## src/rtl/aes_pkg.sv

```systemverilog
// Shared AES definitions: FSM encoding, reduction constant and GF(2^8) helpers.
// The forward and inverse MixColumns datapaths use the same reduction constant.
package aes_pkg;

    localparam logic [7:0] AES_POLY = 8'h1B;

    typedef enum logic [1:0] {StIdle, StBusy, StDone} mixState_e;

    // Multiply by x in GF(2^8); poly is the reduction constant applied on MSB overflow
    function automatic logic [7:0] xtime(input logic [7:0] x, input logic [7:0] poly);
        return {x[6:0], 1'b0} ^ (x[7] ? poly : 8'h00);
    endfunction

    function automatic logic [7:0] mul3(input logic [7:0] x, input logic [7:0] poly);
        return xtime(x, poly) ^ x;
    endfunction

endpackage

```

## src/rtl/aes_mix_columns_seq_if.sv

```systemverilog
// Input and output valid/ready handshakes of the sequential MixColumns engine.
interface aes_mix_columns_seq_if #(
    parameter int unsigned COLS = 4
);
    logic                   InValid;
    logic                   InReady;
    logic [32*COLS-1:0]     InState;
    logic                   OutValid;
    logic                   OutReady;
    logic [32*COLS-1:0]     OutState;
    logic                   Busy;

    modport master (
        output InValid, InState, OutReady,
        input  InReady, OutValid, OutState, Busy
    );

    modport slave (
        input  InValid, InState, OutReady,
        output InReady, OutValid, OutState, Busy
    );
endinterface

```

## src/rtl/aes_mix_single_column.sv

```systemverilog
// Combinational forward MixColumns of one 32-bit column; row 0 is the top byte.
module aes_mix_single_column
    import aes_pkg::*;
#(
    parameter logic [7:0] POLY = AES_POLY
) (
    input  logic [31:0] colIn,
    output logic [31:0] colOut
);

    logic [7:0] a0, a1, a2, a3;
    logic [7:0] b0, b1, b2, b3;

    assign a0 = colIn[31:24];
    assign a1 = colIn[23:16];
    assign a2 = colIn[15:8];
    assign a3 = colIn[7:0];

    assign b0 = xtime(a0, POLY) ^ mul3(a1, POLY) ^ a2 ^ a3;
    assign b1 = a0 ^ xtime(a1, POLY) ^ mul3(a2, POLY) ^ a3;
    assign b2 = a0 ^ a1 ^ xtime(a2, POLY) ^ mul3(a3, POLY);
    assign b3 = mul3(a0, POLY) ^ a1 ^ a2 ^ xtime(a3, POLY);

    assign colOut = {b0, b1, b2, b3};

endmodule

```

## src/rtl/aes_mix_columns_seq.sv

```systemverilog
// Sequential forward MixColumns: accepts a state, rewrites one column per clock in
// place, then holds the result until the downstream takes it.
module aes_mix_columns_seq
    import aes_pkg::*;
#(
    parameter int unsigned COLS = 4,
    parameter logic [7:0]  POLY = AES_POLY
) (
    input  logic                  Clk,
    input  logic                  Rst,
    aes_mix_columns_seq_if.slave  bus
);

    localparam int unsigned W    = 32 * COLS;
    localparam int unsigned CntW = (COLS > 1) ? $clog2(COLS) : 1;
    localparam logic [CntW-1:0] LastCol = CntW'(COLS - 1);

    mixState_e        stateQ, stateD;
    logic [CntW-1:0]  cntQ, cntD;
    logic [W-1:0]     workQ, workD;
    logic [31:0]      colIn, colOut;

    // Single column unit shared across all columns via the counter mux
    assign colIn = workQ[W-1-32*int'(cntQ) -: 32];

    aes_mix_single_column #(
        .POLY   (POLY)
    ) uColumn (
        .colIn  (colIn),
        .colOut (colOut)
    );

    always_comb begin
        stateD = stateQ;
        cntD   = cntQ;
        workD  = workQ;
        unique case (stateQ)
            StIdle: begin
                if (bus.InValid) begin
                    workD  = bus.InState;
                    cntD   = '0;
                    stateD = StBusy;
                end
            end
            StBusy: begin
                workD[W-1-32*int'(cntQ) -: 32] = colOut;
                if (cntQ == LastCol) begin
                    cntD   = '0;
                    stateD = StDone;
                end else begin
                    cntD = cntQ + CntW'(1);
                end
            end
            StDone: begin
                if (bus.OutReady) begin
                    stateD = StIdle;
                end
            end
            default: stateD = StIdle;
        endcase
    end

    always_ff @(posedge Clk) begin
        if (Rst) begin
            stateQ <= StIdle;
            cntQ   <= '0;
            workQ  <= '0;
        end else begin
            stateQ <= stateD;
            cntQ   <= cntD;
            workQ  <= workD;
        end
    end

    // Outputs decode state only, so there is no combinational in-to-out path
    assign bus.InReady  = (stateQ == StIdle);
    assign bus.OutValid = (stateQ == StDone);
    assign bus.OutState = (stateQ == StDone) ? workQ : '0;
    assign bus.Busy     = (stateQ != StIdle);

endmodule

```

## src/flat_wrapper.sv

```systemverilog
// flat-port wrapper written by rule: the top's interface ports become plain ports
module aes_mix_columns_seq_flat import aes_pkg::*;
#(
    parameter int unsigned COLS = 4,
    parameter logic [7:0]  POLY = AES_POLY
)
  (Clk, Rst, bus_InValid, bus_InState, bus_OutReady, bus_InReady, bus_OutValid, bus_OutState, bus_Busy);
  aes_mix_columns_seq_if #(.COLS(COLS)) bus_i ();
  input  logic Clk;
  input  logic Rst;
  input wire logic [$bits(bus_i.InValid)-1:0] bus_InValid;
  input wire logic [$bits(bus_i.InState)-1:0] bus_InState;
  input wire logic [$bits(bus_i.OutReady)-1:0] bus_OutReady;
  output wire logic [$bits(bus_i.InReady)-1:0] bus_InReady;
  output wire logic [$bits(bus_i.OutValid)-1:0] bus_OutValid;
  output wire logic [$bits(bus_i.OutState)-1:0] bus_OutState;
  output wire logic [$bits(bus_i.Busy)-1:0] bus_Busy;
  assign bus_i.InValid = bus_InValid;
  assign bus_i.InState = bus_InState;
  assign bus_i.OutReady = bus_OutReady;
  assign bus_InReady = bus_i.InReady;
  assign bus_OutValid = bus_i.OutValid;
  assign bus_OutState = bus_i.OutState;
  assign bus_Busy = bus_i.Busy;
  aes_mix_columns_seq #(.COLS(COLS), .POLY(POLY)) u_core (.Clk(Clk), .Rst(Rst), .bus(bus_i));
endmodule
```

## config.mk

```make
export PLATFORM = sky130hd
export DESIGN_NAME = aes_mix_columns_seq_flat
export DESIGN_NICKNAME = d
export VERILOG_FILES = /design/src/rtl/aes_pkg.sv /design/src/rtl/aes_mix_columns_seq_if.sv /design/src/rtl/aes_mix_single_column.sv /design/src/rtl/aes_mix_columns_seq.sv /design/src/flat_wrapper.sv
export SDC_FILE = /design/constraint.sdc
export NUM_CORES = 1
export LEC_CHECK = 0
export ABC_AREA = 1
export BUFFER_PORTS_ARGS = -buffer_cell sky130_fd_sc_hd__buf_2
export CAP_MARGIN = 10
export CORE_MARGIN = 2
export CORE_UTILIZATION = 40
export DETAILED_ROUTE_END_ITERATION = 10
export PLACE_DENSITY = 0.69
export SLEW_MARGIN = 20
export SYNTH_ARGS = -nofsm -noshare
export SYNTH_HDL_FRONTEND = slang
export SYNTH_HIERARCHICAL = 1
export SYNTH_SLANG_ARGS = --single-unit
```

## constraint.sdc

```tcl
create_clock -name Clk -period 3.4 [get_ports Clk]
set_input_delay 0.17 -clock Clk [delete_from_list [all_inputs] [get_ports Clk]]
set_output_delay 0.17 -clock Clk [all_outputs]
set_load 0.1 [all_outputs]
```

# ---- Word-level counts from Yosys, hierarchy flattened
# Index checks and enable logic that the tools add are counted.
dict set report op_classes {
  muxes 15
  n_eq_ne 6
  div 0
  n_reduce_logical 5
  bitwise 20
  mul 0
  shift 3
  n_lt_le_gt_ge 0
  n_addsub 3
}
# op count
set ops {}
lappend ops {{$mux 128} 2}
lappend ops {{$pmux 128 s2} 1}
lappend ops {{$shift 32x34->159 const A} 1}
lappend ops {{$shiftx 159x33->32} 1}
lappend ops {{$shiftx 32x34->159} 1}
lappend ops {{$xor 8x8->8} 17}
lappend ops {{$bwmux 128} 1}
lappend ops {{$neg 32->34} 1}
lappend ops {{$xor 8x5->8} 3}
lappend ops {{$mux 5} 4}
lappend ops {{$mux 2} 5}
lappend ops {{$sub 7x7->8 const A} 1}
lappend ops {{$pmux 2 s3} 1}
lappend ops {{$eq 2x2->1 const B} 2}
lappend ops {{$ne 2x2->1 const B} 2}
lappend ops {{$pmux 2 s2} 1}
lappend ops {{$reduce_bool 2->1} 2}
lappend ops {{$reduce_and 3->1} 1}
lappend ops {{$add 2x1->2 const B} 1}
lappend ops {{$eq 2x1->1 const B} 1}
lappend ops {{$logic_not 2->1} 1}
lappend ops {{$ne 2x1->1 const B} 1}
lappend ops {{$reduce_and 2->1} 1}
dict set report totals {
  memories 0
  rom_bits 0
  elab_cells 55
  latch_bits 0
  out_inout_bits 131
  reg_bits 132
  ram_bits 0
}

# ---- Depth between registers and ports, before layout
# Gate-level depths: netlist (run 1).
dict set report logic_depth {
  ltp_word 11
  depth_mapped 19
  depth_no_buf 15
}

# ---- Cells and area by module
# The synthesis (run 1) kept the hierarchy.
# module seq_area_each_um2 instances area_per_inst_um2 cells_per_inst
set by_module_without_submodules {}
lappend by_module_without_submodules {aes_mix_columns_seq 2642.5 1 8876.0 1673}
lappend by_module_without_submodules {aes_mix_single_column 0.0 1 1883.1 411}

# ---- Worst setup path before layout (run 1)
# Ideal clock, no wire load.
dict set report synth_path {
  path_type {register to output}
  from {register u_core.stateQ[0]}
  to {output port bus_OutState[117]}
  required_time_ns 3.230
  path_buffers 3
  path_slack_ns -0.362
  arrival_ns 3.592
  path_stages_with_launch 7
  cell_sequence {dfxtp_1 buf_2 nor2_1 inv_1 buf_2 buf_2 nor2_1}
}
dict set report synth_between {
  elab_chain_cells 2
}
# item line_no
set synth_rtl {}
lappend synth_rtl {{start, declared} aes_mix_columns_seq.sv:18} ;# mixState_e stateQ, stateD;
lappend synth_rtl {{start signal, assigned} aes_mix_columns_seq.sv:65} ;# stateQ <= StIdle;
lappend synth_rtl {{start signal, assigned} aes_mix_columns_seq.sv:69} ;# stateQ <= stateD;
lappend synth_rtl {{$eq 2x2->1} --}
lappend synth_rtl {{named net bus_OutValid} flat_wrapper.sv:15} ;# output wire logic [$bits(bus_i.OutValid)-1:0] bus_OutValid;
lappend synth_rtl {{$mux 128} aes_mix_columns_seq.sv:78} ;# assign bus.OutState = (stateQ == StDone) ? workQ : '0;
lappend synth_rtl {{end, declared} flat_wrapper.sv:16} ;# output wire logic [$bits(bus_i.OutState)-1:0] bus_OutState;
# The timed path passes the listed nets, and every way through them passes these cells.

# ---- Worst setup path in the final report (run 1)
dict set report layout_path {
  from {register u_core.stateQ[0]}
  to {output port bus_OutState[43]}
}
dict set report layout_between {
  elab_chain_cells 2
}
# item line_no
set layout_rtl {}
lappend layout_rtl {{$eq 2x2->1} aes_mix_columns_seq.sv:78}
lappend layout_rtl {{$mux 128} aes_mix_columns_seq.sv:78}
# Every way passes these cells.

==> Flow_metrics.wiki, run 1 <==
{| class="wikitable"
! Metric !! Value
|-
| Outcome || completed
|-
| GPL Wtd Cong || 1.045
|-
| Non-Filler Instances || 2634
|-
| First-pass GRT wire length || 69030 microns
|-
| Count of TritonRoute iterations in the first routing pass || 6
|-
| Buffer levels on the longest clock path || 2
|-
| Reg clk slew, reported paths || 0.07 ns
|-
| Dominant cells by area after synthesis || nand2_1 25%, dfxtp_1 25%, nor2_1 21%
|-
| Crit path setup slack, layout || 0.4603 ns
|-
| Total length of routed wires || 45640 microns
|-
| Detailed-placement wirelength estimate || 34620 microns
|-
| Worst setup timing slack at the placement stage || 0.5785 ns
|-
| Floorplan core area || 26650 sq um
|-
| Final hold slack || 0.04020 ns
|-
| RSZ-0062 raised after global routing || false
|-
| Maximum number of pins on one net before global-route repair || 130
|-
| Startpoint types || flip-flop
|-
| Type of destination of the critical path || output port
|-
| First DRT Iteration DRCs || 1189
|-
| Net count, final || 2416
|-
| Maximum single-stage delay on the critical path || 0.52 ns
|-
| Number of clock sinks || 132
|-
| Number of failing hold endpoints at the final stage || 0
|-
| H-tree levels || 4
|-
| Path length in cells of the critical path || 5
|-
| Layout filler cell count || 2976
|-
| Min cycle time layout || 2.940 ns
|-
| Number of enable flip-flop cells after synthesis || 0
|-
| I/O Pins || between 200 and 300
|-
| Post-CTS Resized || 0
|-
| Part of the Yosys area used for sequential elements || between 20% and 30%
|-
| Period utilisation layout || 86.46%
|-
| Number of placement rows || 60
|-
| Area of the mapped netlist || 10760 sq um
|-
| Worst setup path category || flip-flop to output port
|-
| Max Cap Violations || 0
|-
| Data arrival at the endpoint of the critical path || 2.77 ns
|-
| Synthesized Nets || between 2000 and 2500
|-
| CP bufs+invs || 3
|-
| Post-CTS Setup Bufs || 0
|-
| Syn Inst Count || 2084
|-
| Total Neg Setup Slack || 0 ns
|-
| Number of distinct library cell variants in the gate-level netlist after synthesis || 23
|-
| Via count of the first global-routing pass || 12688
|-
| CTS Hold Bufs || 1
|-
| GR Overflow Total || 0
|-
| Leak Pwr || 7.310 nW
|-
| Remaining number of nets flagged by the antenna check after routing || 0
|-
| Cell accounting for the most synthesized area || nand2_1
|-
| Die footprint || 28230 sq um
|-
| Max Clock Skew || 0.01253 ns
|-
| Critical Path Fanout Max || 84
|-
| Family of cells with the greatest summed delay on the critical path || buffers and inverters
|-
| Slew Limit Headroom || 38.45%
|-
| Root buffer cell || clkbuf_16
|-
| Vias || 13596
|-
| Fraction of final layout cells with drive strength greater than 1 || 15.57%
|-
| Total clock buffers created by CTS || 17
|-
| Syn-to-layout area delta || 19.97%
|-
| Worst hold stages || 5
|-
| Length in cells of the worst reg-to-reg path || 15
|-
| Die W || 168.0 microns
|-
| Worst-Margin Slew || about 0.92 ns
|-
| Floorplan die height || 168.0 microns
|-
| Final setup violation count || 0
|-
| Cells along the critical path || nor2_2 -> clkinv_2 -> buf_12 -> nor2_1 -> buf_2
|-
| Highest-count cells in the layout ignoring fill and taps || 723 x nand2_1, 590 x nor2_1, 262 x buf_2
|-
| Number of register bits inferred by synthesis || 132
|-
| Port Buf Inserts || 262
|-
| Starting Density || 40.37%
|-
| Total global routing track utilization || 31.55%
|-
| Fraction of synthesized cell area taken by the top area cell type || 25.26%
|-
| Clock network latency to the later pin of the worst-skew pair || 0.44 ns
|-
| Power per cell area || 541.8 nW/um^2
|-
| Count of pins over their slew limit || 0
|-
| Remaining routing DRC violations || 0
|-
| Placed Cells || around 2600
|-
| Average wire per cell in the routed design || between 15 and 20 microns
|-
| Share of flip-flops with an asynchronous set or reset || 0%
|-
| Cell type of the slowest stage on the worst timing path || clkinv_2
|-
| CTS tree || built
|-
| Most used DFF post-synth || dfxtp_1
|-
| Worst VDD drop || 0.2742 mV
|-
| Fmax || ~340 MHz
|-
| Antenna diode instance count || 0
|-
| Data required time at the worst endpoint || 3.23 ns
|-
| Initial antenna violation count || 0
|-
| Min-delay worst type || primary input to flip-flop
|-
| Most common cell after layout, fill and taps aside || nand2_1
|-
| Per-instance average area after synthesis || 5.163 sq um
|-
| Via count normalized by instance count || 5.162
|-
| Yosys warnings || 6
|}
[area by class of cell]
type                       instances  area, sq um  share of cell area (%)
inverter                         180        678.2                   5.254
timing repair buffer             312         1752                   13.57
clock buffer                      19        452.9                   3.509
multi-input combinational       1637         6805                   52.72
clock inverter                    13        148.9                   1.154
sequential                       132         2644                   20.48
tap                              341        426.7                   3.306
[worst paths after layout]
kind                            startpoint                             end  slack, ns
max reg2reg    u_core/cntQ[0]$_SDFFE_PP0P_   u_core/workQ[28]$_SDFFE_PP0P_       0.48
min reg2reg  u_core/workQ[25]$_SDFFE_PP0P_   u_core/workQ[25]$_SDFFE_PP0P_       0.57
max          u_core/stateQ[0]$_SDFFE_PP0P_                bus_OutState[43]       0.46
min                       bus_InState[105]  u_core/workQ[105]$_SDFFE_PP0P_       0.04
[power breakdown]
part	leakage, nW	switching (W)	internal (W)	total, W
clock	0.292	0.000798	0.00113	0.00193
combinational	5.92	0.00226	0.000943	0.00320
sequential	1.09	0.000141	0.00172	0.00186
total	7.31	0.00320	0.00380	0.00699
[layer usage]
layer / vias up / part of all wire (%) / global-route usage (%)
li1: 6680 / - / -
met1: 6139 / 39 / 37.38
met2: 646 / 48 / 55.23
met3: 131 / 7.0 / 4.137
met4: 0 / 5.8 / 17.43
met5: - / 0 / 0
[synthesized netlist by cell type, types with 7 or more instances]
cell / number
buf_4: 7
o22ai_1: 32
nand3_1: 163
clkbuf_1: 61
buf_2: 59
nor2_1: 591
o21ai_0: 66
inv_1: 173
dfxtp_1: 132
nand2_1: 724
xor2_1: 28
xnor2_1: 15
inv_2: 7
[logic make-up after synthesis]
logic type / count (synthesis) / synth area share (%)
simple gates: 1487 / 54.01
buf+inv: 315 / 12.28
flops: 132 / 24.56
compound gates: 103 / 5.187
xor+xnor: 43 / 3.500
fa+ha+maj: 4 / 0.4652
[sequential cells by signal, indices dropped and copies added (netlist names)]
name / cells
u_core/workQ: 128
u_core/stateQ: 2
u_core/cntQ: 2
[metrics by stage]
stage	cell area [sq um]	util [%]	power [W]
after floorplan	10760	-	0.003965
after global routing	12910	48.43	0.007395
after global placement	12300	46.14	0.004978
final	12910	48.43	0.006993
after detailed placement	12300	46.14	0.004997
after CTS	12910	48.43	0.006934
[worst min-delay path, cell delays in order]
cell and delay [ns]:
buf_2 0.08, nand2_1 0.04, nand2_1 0.06, nor2_1 0.03, nor2_1 0.06
No activity file was read; power rests on OpenSTA's default activity.
==> run 2: changes to the inputs <==
BUFFER_PORTS_ARGS = -buffer_cell sky130_fd_sc_hd__clkbuf_2   (was -buffer_cell sky130_fd_sc_hd__buf_2)
GPL_ROUTABILITY_DRIVEN = 0   (was not set)
SETUP_SLACK_MARGIN = 0.4   (was not set)
==> Flow_metrics.wiki, run 2 (synthesis results as in run 1) <==
{| class="wikitable"
! Metric !! Value
|-
| Outcome || completed
|-
| Starting Density || 40.37%
|-
| Critical Path Fanout Max || 43
|-
| Cells along the critical path || buf_12 -> buf_4 -> o21ai_0 -> o22ai_2 -> inv_1 -> nand2_1 -> nand2_1 -> nand2_1 -> nand2_1 -> nand2_1 -> inv_1 -> nor2_1 -> nand2_1 -> nor2_1 -> nor2_1 -> nor2_1
|-
| Highest-count cells in the layout ignoring fill and taps || 723 x nand2_1, 579 x nor2_1, 262 x clkbuf_2
|-
| Routed wl met3 || approximately 3200 microns
|-
| Maximum number of pins on one net before global-route repair || 130
|-
| Area of all placed cells without fillers || 12900 sq um
|-
| Family of cells with the greatest summed delay on the critical path || simple AND/OR/NAND/NOR gates
|-
| Power per cell area || between 500 and 600 nW/um^2
|-
| Fmax || 342.2 MHz
|-
| Root buffer cell || clkbuf_16
|-
| Port Buf Inserts || ~260
|-
| Via count of the first global-routing pass || roughly 13000
|-
| Largest registers ranked by flip-flop count || u_core/workQ x128, u_core/cntQ x2, u_core/stateQ x2
|-
| Total length of routed wires || 44590 microns
|-
| Count of pins over their slew limit || 0
|-
| Reg clk slew, reported paths || 0.06 ns
|-
| Final setup violation count || 0
|-
| I/O Pins || around 260
|-
| Part of the power in combinational logic || 46.6%
|-
| H-tree levels || 4
|-
| CTS Hold Bufs || 0
|-
| Initial antenna violation count || 0
|-
| Die W || 168.0 microns
|-
| Start point of the worst hold path || Rst
|-
| Cell area reported after detailed placement || 12280 sq um
|-
| Met1 Wirelength || 16800 microns
|-
| Met2 routed wirelength || approximately 21000 microns
|-
| Die footprint || 28230 sq um
|-
| RSZ-0062 raised after global routing || false
|-
| Min cycle time layout || 2.922 ns
|-
| Max Clock Skew || around 0.009 ns
|-
| Slew Limit Headroom || 46.07%
|-
| Internal Power || 0.003751 W
|-
| Number of failing hold endpoints at the final stage || 0
|-
| Fraction of power consumed by the clock network || 26.2%
|-
| Floorplan core area || ~27000 sq um
|-
| Net count, final || 2415
|-
| Average wire per cell in the routed design || between 15 and 20 microns
|-
| Startpoint types || flip-flop
|-
| Data required time at the worst endpoint || 3.76 ns
|-
| First DRT Iteration DRCs || ~1500
|-
| Via count normalized by instance count || 5.275
|-
| CTS tree || built
|-
| Uppermost layer routed || met4
|-
| Floorplan die height || 168.0 microns
|-
| Remaining routing DRC violations || 0
|-
| Total global routing track utilization || a little under a third
|-
| Detailed-placement wirelength estimate || 33760 microns
|-
| Reg2Reg Launch Point || u_core/cntQ[0]$_SDFFE_PP0P_
|-
| Syn-to-layout area delta || 19.94%
|-
| Remaining number of nets flagged by the antenna check after routing || 0
|-
| Clock network latency to the later pin of the worst-skew pair || 0.42 ns
|-
| Type of destination of the critical path || flip-flop
|-
| Cell type of the slowest stage on the worst timing path || dfxtp_2
|-
| Count of TritonRoute iterations in the first routing pass || 8
|-
| Total Neg Setup Slack || 0 ns
|-
| Antenna diode instance count || 0
|-
| Total clock buffers created by CTS || 17
|-
| Buffer levels on the longest clock path || 2
|-
| Data arrival at the endpoint of the critical path || 3.28 ns
|-
| Switching fraction of total power || between 40% and 50%
|-
| CP startpoint || u_core/cntQ[0]$_SDFFE_PP0P_
|-
| Maximum single-stage delay on the critical path || about 0.50 ns
|-
| Fraction of final layout cells with drive strength greater than 1 || 16.21%
|-
| Worst setup path category || flip-flop to flip-flop
|-
| Min-delay worst type || primary input to flip-flop
|-
| Worst-Margin Slew || between 0.8 and 0.9 ns
|-
| Number of placement rows || 60
|-
| Dominant cell type by count on the critical path || nand2_1
|-
| First-pass GRT wire length || roughly 68000 microns
|-
| Max Cap Violations || 0
|-
| Leak Pwr || 7.195 nW
|-
| Most common cell after layout, fill and taps aside || nand2_1
|-
| Vias || ~14000
|-
| Worst VDD drop || 0.3118 mV
|-
| Largest register FFs || between 100 and 150
|-
| Number of clock sinks || ~130
|-
| GR Overflow Total || 0
|-
| Period utilisation layout || 85.95%
|-
| Sequential group share of total power || roughly 27%
|-
| CP bufs+invs || 4
|-
| Register bank with the most flops || u_core/workQ
|-
| Psw || approximately 0.0031 W
|}
run 2: path summary, 6_finish.rpt:
kind	to	slack (ns)	depth (start not counted)
setup / recovery	u_core/workQ[3]$_SDFFE_PP0P_	0.48	16
hold / removal	u_core/stateQ[0]$_SDFFE_PP0P_	0.04	2
setup reg to reg	u_core/workQ[3]$_SDFFE_PP0P_	0.48	16
hold reg to reg	u_core/workQ[21]$_SDFFE_PP0P_	0.55	4
run 2: per-stage QoR:
stage | cells | power (W) | hold WS, ns | util, % | worst slack [ns]
6_report | 2630 | 0.006867 | 0.03686 | 48.42 | 0.4776
5_1_grt | 2630 | 0.007228 | 0.04742 | 48.42 | 0.4070
4_1_cts | 2626 | 0.006740 | 0.01263 | 48.20 | 0.5192
3_5_place_dp | 2597 | 0.004943 | 0.4513 | 46.08 | 0.2984
3_3_place_gp | 2597 | 0.004915 | 0.4426 | 46.08 | 0.3920
2_1_floorplan | 2084 | 0.003967 | 0.2391 | - | 0.1606
run 2: final cells by class:
cell class	count	area, sq um
Multi-Input combinational cell	1637	6870
Sequential cell	132	2645
Timing Repair Buffer	311	1729
Clock buffer	19	442.9
Clock inverter	10	111.4
Tap cell	341	426.7
Fill cell	2860	13750
Inverter	180	679.4
run 2: power by group through the flow:
stage	clock network (W)	logic (W)	registers, W
after global placement	0	0.00302	0.00189
after global routing	0.00186	0.00349	0.00187
after detailed placement	0	0.00305	0.00189
final	0.00180	0.00320	0.00187
after floorplan	0	0.00215	0.00181
after CTS	0.00181	0.00307	0.00186
run 2: routing by layer:
metal  vias to the layer above  global-route usage [%]
li1                       6692                       -
met1                      6269                   35.41
met2                       730                   52.64
met3                       183                   3.714
met4                         0                   21.78
met5                         -                       0
run 2: worst register-to-register path, stage by stage, from the launching register on:
cell and delay, ns:
dfxtp_2 0.50, buf_12 0.25, buf_4 0.22, o21ai_0 0.17, o22ai_2 0.32, inv_1 0.15, nand2_1 0.08, nand2_1 0.10
nand2_1 0.09, nand2_1 0.08, nand2_1 0.07, inv_1 0.03, nor2_1 0.24, nand2_1 0.18, nor2_1 0.21, nor2_1 0.08
nor2_1 0.10
run 2: timing repair:
action                                  4_1_cts  5_1_grt
endpoints found under the setup margin        7       61
pin swaps                                     0        2
buffers inserted                              0        4
resized for setup                             2        6
